==> src/rtl/core_inst_seq.sv <==
// Instruction sequencer for the systolic core: walks weight load, weight execute,
// activation load, execute and output drain, emitting one registered 34-bit word per cycle.
module core_inst_seq #(
   parameter int unsigned row = 8,
   parameter int unsigned col = 8
) (
   input  logic        clk,
   input  logic        reset,
   input  logic        start,
   input  logic        mode,
   input  logic [9:0]  w_base,
   input  logic [9:0]  x_base,
   input  logic [9:0]  x_len,
   input  logic [10:0] p_base,
   input  logic        valid,
   output logic [33:0] inst,
   output logic        busy,
   output logic        done,
   output logic        err
);

   typedef enum logic [2:0] {
      StIdle, StWload, StWexec, StXload, StXexec, StDrain, StDone
   } state_e;

   localparam logic [10:0] RowC = 11'(row);
   localparam logic [10:0] ColC = 11'(col);
   localparam logic [33:0] ResetWord = 34'h1_800C_0000;

   state_e      state_q, state_d;
   logic [10:0] cnt_q, cnt_d;
   logic [9:0]  k_q, k_d;
   logic [9:0]  wd_q, wd_d;
   logic        mode_q, mode_d;
   logic [9:0]  wbase_q, wbase_d, xbase_q, xbase_d, xlen_q, xlen_d;
   logic [10:0] pbase_q, pbase_d;
   logic        err_d;
   logic [33:0] inst_d;

   logic        acc, p_cen, p_wen, x_cen, ofifo_rd, l0_rd, l0_wr, execute, load;
   logic [10:0] p_addr;
   logic [9:0]  x_idx;
   logic [10:0] xlen11;
   logic        count_valid;

   assign xlen11 = {1'b0, xlen_q};

   always_comb begin
      state_d  = state_q;
      cnt_d    = cnt_q;
      k_d      = k_q;
      wd_d     = wd_q;
      mode_d   = mode_q;
      wbase_d  = wbase_q;
      xbase_d  = xbase_q;
      xlen_d   = xlen_q;
      pbase_d  = pbase_q;
      err_d    = err;
      acc      = 1'b0;
      p_cen    = 1'b1;
      p_wen    = 1'b1;
      p_addr   = 11'd0;
      x_cen    = 1'b1;
      x_idx    = 10'd0;
      ofifo_rd = 1'b0;
      l0_rd    = 1'b0;
      l0_wr    = 1'b0;
      execute  = 1'b0;
      load     = 1'b0;

      // Output vectors are only counted once execution has begun and until all are stored.
      count_valid = valid && (state_q == StXexec || state_q == StDrain) && (k_q < xlen_q);
      if (count_valid) begin
         acc      = mode_q;
         p_cen    = 1'b0;
         p_wen    = 1'b0;
         p_addr   = pbase_q + {1'b0, k_q};
         ofifo_rd = 1'b1;
         k_d      = k_q + 10'd1;
         wd_d     = 10'd0;
      end

      unique case (state_q)
         StIdle: begin
            if (start) begin
               mode_d  = mode;
               wbase_d = w_base;
               xbase_d = x_base;
               xlen_d  = x_len;
               pbase_d = p_base;
               err_d   = 1'b0;
               k_d     = 10'd0;
               cnt_d   = 11'd0;
               if (x_len == 10'd0) begin
                  state_d = StDone;
               end else begin
                  state_d = StWload;
                  x_cen   = 1'b0;
                  x_idx   = w_base;
               end
            end
         end
         StWload: begin
            if (cnt_q == RowC) begin
               state_d = StWexec;
               cnt_d   = 11'd0;
               l0_rd   = 1'b1;
               load    = 1'b1;
            end else begin
               cnt_d = cnt_q + 11'd1;
               l0_wr = 1'b1;
               if (cnt_d < RowC) begin
                  x_cen = 1'b0;
                  x_idx = wbase_q + cnt_d[9:0];
               end
            end
         end
         StWexec: begin
            if (cnt_q == ColC - 11'd1) begin
               state_d = StXload;
               cnt_d   = 11'd0;
               x_cen   = 1'b0;
               x_idx   = xbase_q;
            end else begin
               cnt_d = cnt_q + 11'd1;
               l0_rd = 1'b1;
               load  = 1'b1;
            end
         end
         StXload: begin
            if (cnt_q == xlen11) begin
               state_d = StXexec;
               cnt_d   = 11'd0;
               l0_rd   = 1'b1;
               execute = 1'b1;
            end else begin
               cnt_d = cnt_q + 11'd1;
               l0_wr = 1'b1;
               if (cnt_d < xlen11) begin
                  x_cen = 1'b0;
                  x_idx = xbase_q + cnt_d[9:0];
               end
            end
         end
         StXexec: begin
            if (cnt_q == xlen11 - 11'd1) begin
               state_d = StDrain;
               wd_d    = 10'd0;
            end else begin
               cnt_d   = cnt_q + 11'd1;
               l0_rd   = 1'b1;
               execute = 1'b1;
            end
         end
         StDrain: begin
            if (k_q == xlen_q) begin
               state_d = StDone;
            end else if (!count_valid) begin
               // 1023 consecutive drain cycles without an output vector is a stall.
               if (wd_q == 10'd1022) begin
                  err_d   = 1'b1;
                  state_d = StDone;
               end else begin
                  wd_d = wd_q + 10'd1;
               end
            end
         end
         StDone: begin
            state_d = StIdle;
         end
         default: begin
            state_d = StIdle;
         end
      endcase

      inst_d = {acc, p_cen, p_wen, p_addr, x_cen, 1'b1, x_idx, mode_d,
                ofifo_rd, 1'b0, 1'b0, l0_rd, l0_wr, execute, load};
   end

   always_ff @(posedge clk or negedge reset) begin
      if (!reset) begin
         state_q <= StIdle;
         cnt_q   <= 11'd0;
         k_q     <= 10'd0;
         wd_q    <= 10'd0;
         mode_q  <= 1'b0;
         wbase_q <= 10'd0;
         xbase_q <= 10'd0;
         xlen_q  <= 10'd0;
         pbase_q <= 11'd0;
         err     <= 1'b0;
         busy    <= 1'b0;
         done    <= 1'b0;
         inst    <= ResetWord;
      end else begin
         state_q <= state_d;
         cnt_q   <= cnt_d;
         k_q     <= k_d;
         wd_q    <= wd_d;
         mode_q  <= mode_d;
         wbase_q <= wbase_d;
         xbase_q <= xbase_d;
         xlen_q  <= xlen_d;
         pbase_q <= pbase_d;
         err     <= err_d;
         busy    <= (state_d != StIdle);
         done    <= (state_d == StDone);
         inst    <= inst_d;
      end
   end

endmodule

==> config.mk <==
export PLATFORM = sky130hd
export DESIGN_NAME = core_inst_seq
export DESIGN_NICKNAME = d
export VERILOG_FILES = /design/src/rtl/core_inst_seq.sv
export SDC_FILE = /design/constraint.sdc
export NUM_CORES = 1
export LEC_CHECK = 0
export ABC_AREA = 1
export CORE_UTILIZATION = 58
export DETAILED_ROUTE_END_ITERATION = 6
export PLACE_DENSITY = 0.82
export SLEW_MARGIN = 20
export SYNTH_ARGS = -nofsm -noshare
export SYNTH_HDL_FRONTEND = slang
export SYNTH_SLANG_ARGS = --single-unit
==> constraint.sdc <==
create_clock -name clk -period 2.6 [get_ports clk]
set_input_delay 0.52 -clock clk [delete_from_list [all_inputs] [get_ports clk]]
set_output_delay 0.52 -clock clk [all_outputs]
set_load 0.01 [all_outputs]
==> run metrics <==
outcome complete, no violations; CP Capture Type flip-flop; Critical Path Max Stage Delay 0.40 ns; drt first pass iters 5; Reg-to-Reg Start cnt_q[1]; maximum fanout along the worst path 6; nets approximately 1,300; area post-placement 8740 um2; Synth Register Bits 108; die height roughly 120 um; YS warnings 0; complex-gate fraction of the synthesized area 0.0929; async set-reset flop share out of synthesis 1.00; antenna violations before repair 0; Fin. Hold Viols 0; Hold WC Path Type in -> async; Cell Rows 41; vias in the first global route about 6,800; gpl congestion between 0.9 and 1; Slew Viols, Final 0; Final Cycle Share 0.971; Iter 0 DRT Violations slightly below 600; top sig layer met4; final cell count without fillers 1,372; Yosys top cell area share 0.344; area delta synth->final 19.8%; R2R Setup Slk around 0.075 ns; DR DRC count 0; die area about 14,000 um2; wire length on met3 about 1600 um; power share of the combinational group 0.521; Syn Std Cell Area between 7000 and 8000 um2; max_cap viols 0; Die W about 120 um; Crit-path slowest cell dfrtp_1; # setup viols final 0; CTS Hold Bufs 0; GRT overflow 0; CP most frequent cell nand2_1; Seq/Total Area, Yosys 0.351; Routed Antenna Nets 0; Tmin final about 2.5 ns; Critical Path AT around 2.8 ns; Max H-tree Level 3; IO Port Bufs 79; Reg2Reg Depth 14; Least-Margin Pin Slew about 0.65 ns; worst reg2reg path endpoint inst[17]; worst-case clock buffer depth 2; synth unique cells 43; Seq pwr share 0.299; internal power ~4.8 mW; sw power between 3 and 4 mW; largest family of logic cells by synthesized area simple AND/OR/NAND/NOR gates; most instantiated library cell after synthesis nand2_1; CP required between 2 and 3 ns; maximum clock rate approximately 400 MHz; critical path startpoint category flip-flop; Clock Pin Slew Worst Setup and Hold Paths about 0.080 ns; largest area contributor in the netlist dfrtp_1; post-layout instance area roughly 9200 um2; wire per inst about 15 um; Root Buffer clkbuf_16; Net Sw Frac 0.449; largest net degree at the start of global routing 43; setup TNS 0 ns; multiplexer share of the synthesized area 0; worst path cell trace buf_4 -> nand2_2 -> nor2_2 -> nand4_1 -> nand2_1 -> inv_2 -> ha_4 -> nand2_1 -> nor2_1 -> nand2_1 -> o211ai_1 -> nand3_1 -> nand4_1 -> nand3_1; Power Total between 8 and 9 mW; VDD IR max around 670 uV; antenna cell count 0; drt via density 5.47; ys flop type dfrtp_1; Area contributors post-synth dfrtp_1 34%, nand2_1 18%, ha_1 8.8%; post-synthesis adder-cell area fraction 0.0955; Clock power frac 0.180; Slew HR 0.564; crit path kind reg -> reg; met2 WL ~9000 um; Clock Latency Late Sink roughly 0.37 ns; clk_skew 0.0116 ns; Mapped Cells about 1,100; # clock sinks between 100 and 150; Power Dens Cells approximately 950 nW/um2; fraction of layout cells with a size suffix above 1 0.0708; total track usage 0.309; Synth top cells by count 364 x nand2_1, 146 x inv_1, 106 x dfrtp_1, 93 x nor2_1, 85 x nand3_1; Post-synth EDFFs 0; CTS tree yes; core footprint around 13,000 um2; Initial Util 0.603; Final HPWL DP about 15,000 um; M1 WL 8810 um; leak pwr 4.85 nW; simple-gate share of the synthesized area 0.344; Synth Area per Inst around 7.0 um2; first-pass GRT wire length between 30,000 and 40,000 um; final WL roughly 20,000 um; vias post-DR between 7,000 and 8,000; # IOs 83; total CTS buffers 9; Placed Cells approximately 1,400; xor and xnor area share after synthesis 0.0239
[through the flow]
step	hold WS, ns	setup slack, ns	utilization
floorplan	0.224	0.326	-
finish	0.116	0.0750	0.722
CTS	0.133	0.00309	0.713
global route	0.148	-0.0531	0.722
detailed placement	0.460	0.0232	0.684
global placement	0.447	0.152	0.684
[registers in the layout, summed over array words and instances (netlist names)]
register	cells
done	1
err	1
k_q	10
busy	1
inst	30
wd_q	10
xbase_q	10
state_q	3
pbase_q	11
xlen_q	10
cnt_q	11
wbase_q	10
[routing by layer]
metal,track usage,vias up
met1,0.428,3400
met2,0.481,327
met5,0,-
met4,0.112,0
li1,-,3716
met3,0.0628,57
[cells by family (layout without fill, tap and decap cells)]
| kind of cell | Yosys count | after routing |
|---|---|---|
| and+or+nand+nor | 618 | 618 |
| xor gates and xnor gates | 21 | 21 |
| DFF | 108 | 108 |
| buffers and inverters | 174 | 266 |
| adders and majority gates | 57 | 57 |
| other | 2 | 3 |
| AOI/OAI and AO/OA | 127 | 127 |
[final cells by class]
| type | instances | area (um2) |
|---|---|---|
| multi-input cells | 826 | 4400 |
| fillers | 1002 | 3550 |
| flip-flops and latches | 108 | 2710 |
| repair buffers | 103 | 1010 |
| inverters | 147 | 552 |
| clock buffers | 9 | 225 |
| well taps | 172 | 215 |
| clock inverters | 7 | 115 |
[power groups by stage]
stage / sequential (mW) / clock (mW) / combinational (mW)
after global placement: 2.61 / 0 / 4.20
after detailed placement: 2.60 / 0 / 4.31
after floorplan: 2.55 / 0 / 3.04
final: 2.62 / 1.58 / 4.56
after CTS: 2.58 / 1.59 / 4.39
after global routing: 2.67 / 1.65 / 5.14
[worst max-delay path: cells and delay by family, from the launching register on]
kind	cells	cell delay (ns)
adder cells (fa/ha/maj)	1	0.31
AO/OA/AOI/OAI	1	0.28
AND/OR/NAND/NOR	10	1.15
buffers and inverters	2	0.28
flip-flops	1	0.40
[how the worst max path moves through the flow]
stage | startpoint | endpoint | slack, ns | depth (start not counted)
floorplan | cnt_q[0] | inst[16] | 0.33 | 12
global placement | cnt_q[0] | inst[17] | 0.15 | 16
detailed placement | cnt_q[0] | inst[10] | 0.02 | 17
CTS | cnt_q[0] | inst[17] | 0.003 | 16
global route | cnt_q[0] | inst[17] | -0.05 | 14
finish | cnt_q[1] | inst[17] | 0.07 | 14
[repair_timing]
item | in CTS | in global routing
gates cloned | 0 | 0
hold endpoints to repair | 0 | 0
endpoints found under the setup margin | 3 | 22
buffers inserted | 2 | 2
resized for setup | 0 | 28
pin swaps | 1 | 2
[cell usage in the layout (no fill, tap or decap), drive strengths merged, types with 3 or more instances in the layout]
| cell type | n |
|---|---|
| o22ai | 10 |
| o21ai | 53 |
| nand3b | 15 |
| and2 | 10 |
| buf | 25 |
| xor2 | 12 |
| clkbuf | 9 |
| fa | 3 |
| dfrtp | 106 |
| clkdlybuf4s50 | 78 |
| conb | 3 |
| nor2 | 102 |
| xnor2 | 9 |
| o21bai | 5 |
| a21o | 3 |
| nor3 | 11 |
| a31oi | 6 |
| nand3 | 85 |
| a21oi | 37 |
| inv | 150 |
| o211ai | 5 |
| nand2 | 372 |
| ha | 54 |
| nand4 | 19 |
No activity file was read; power rests on OpenSTA's default activity.
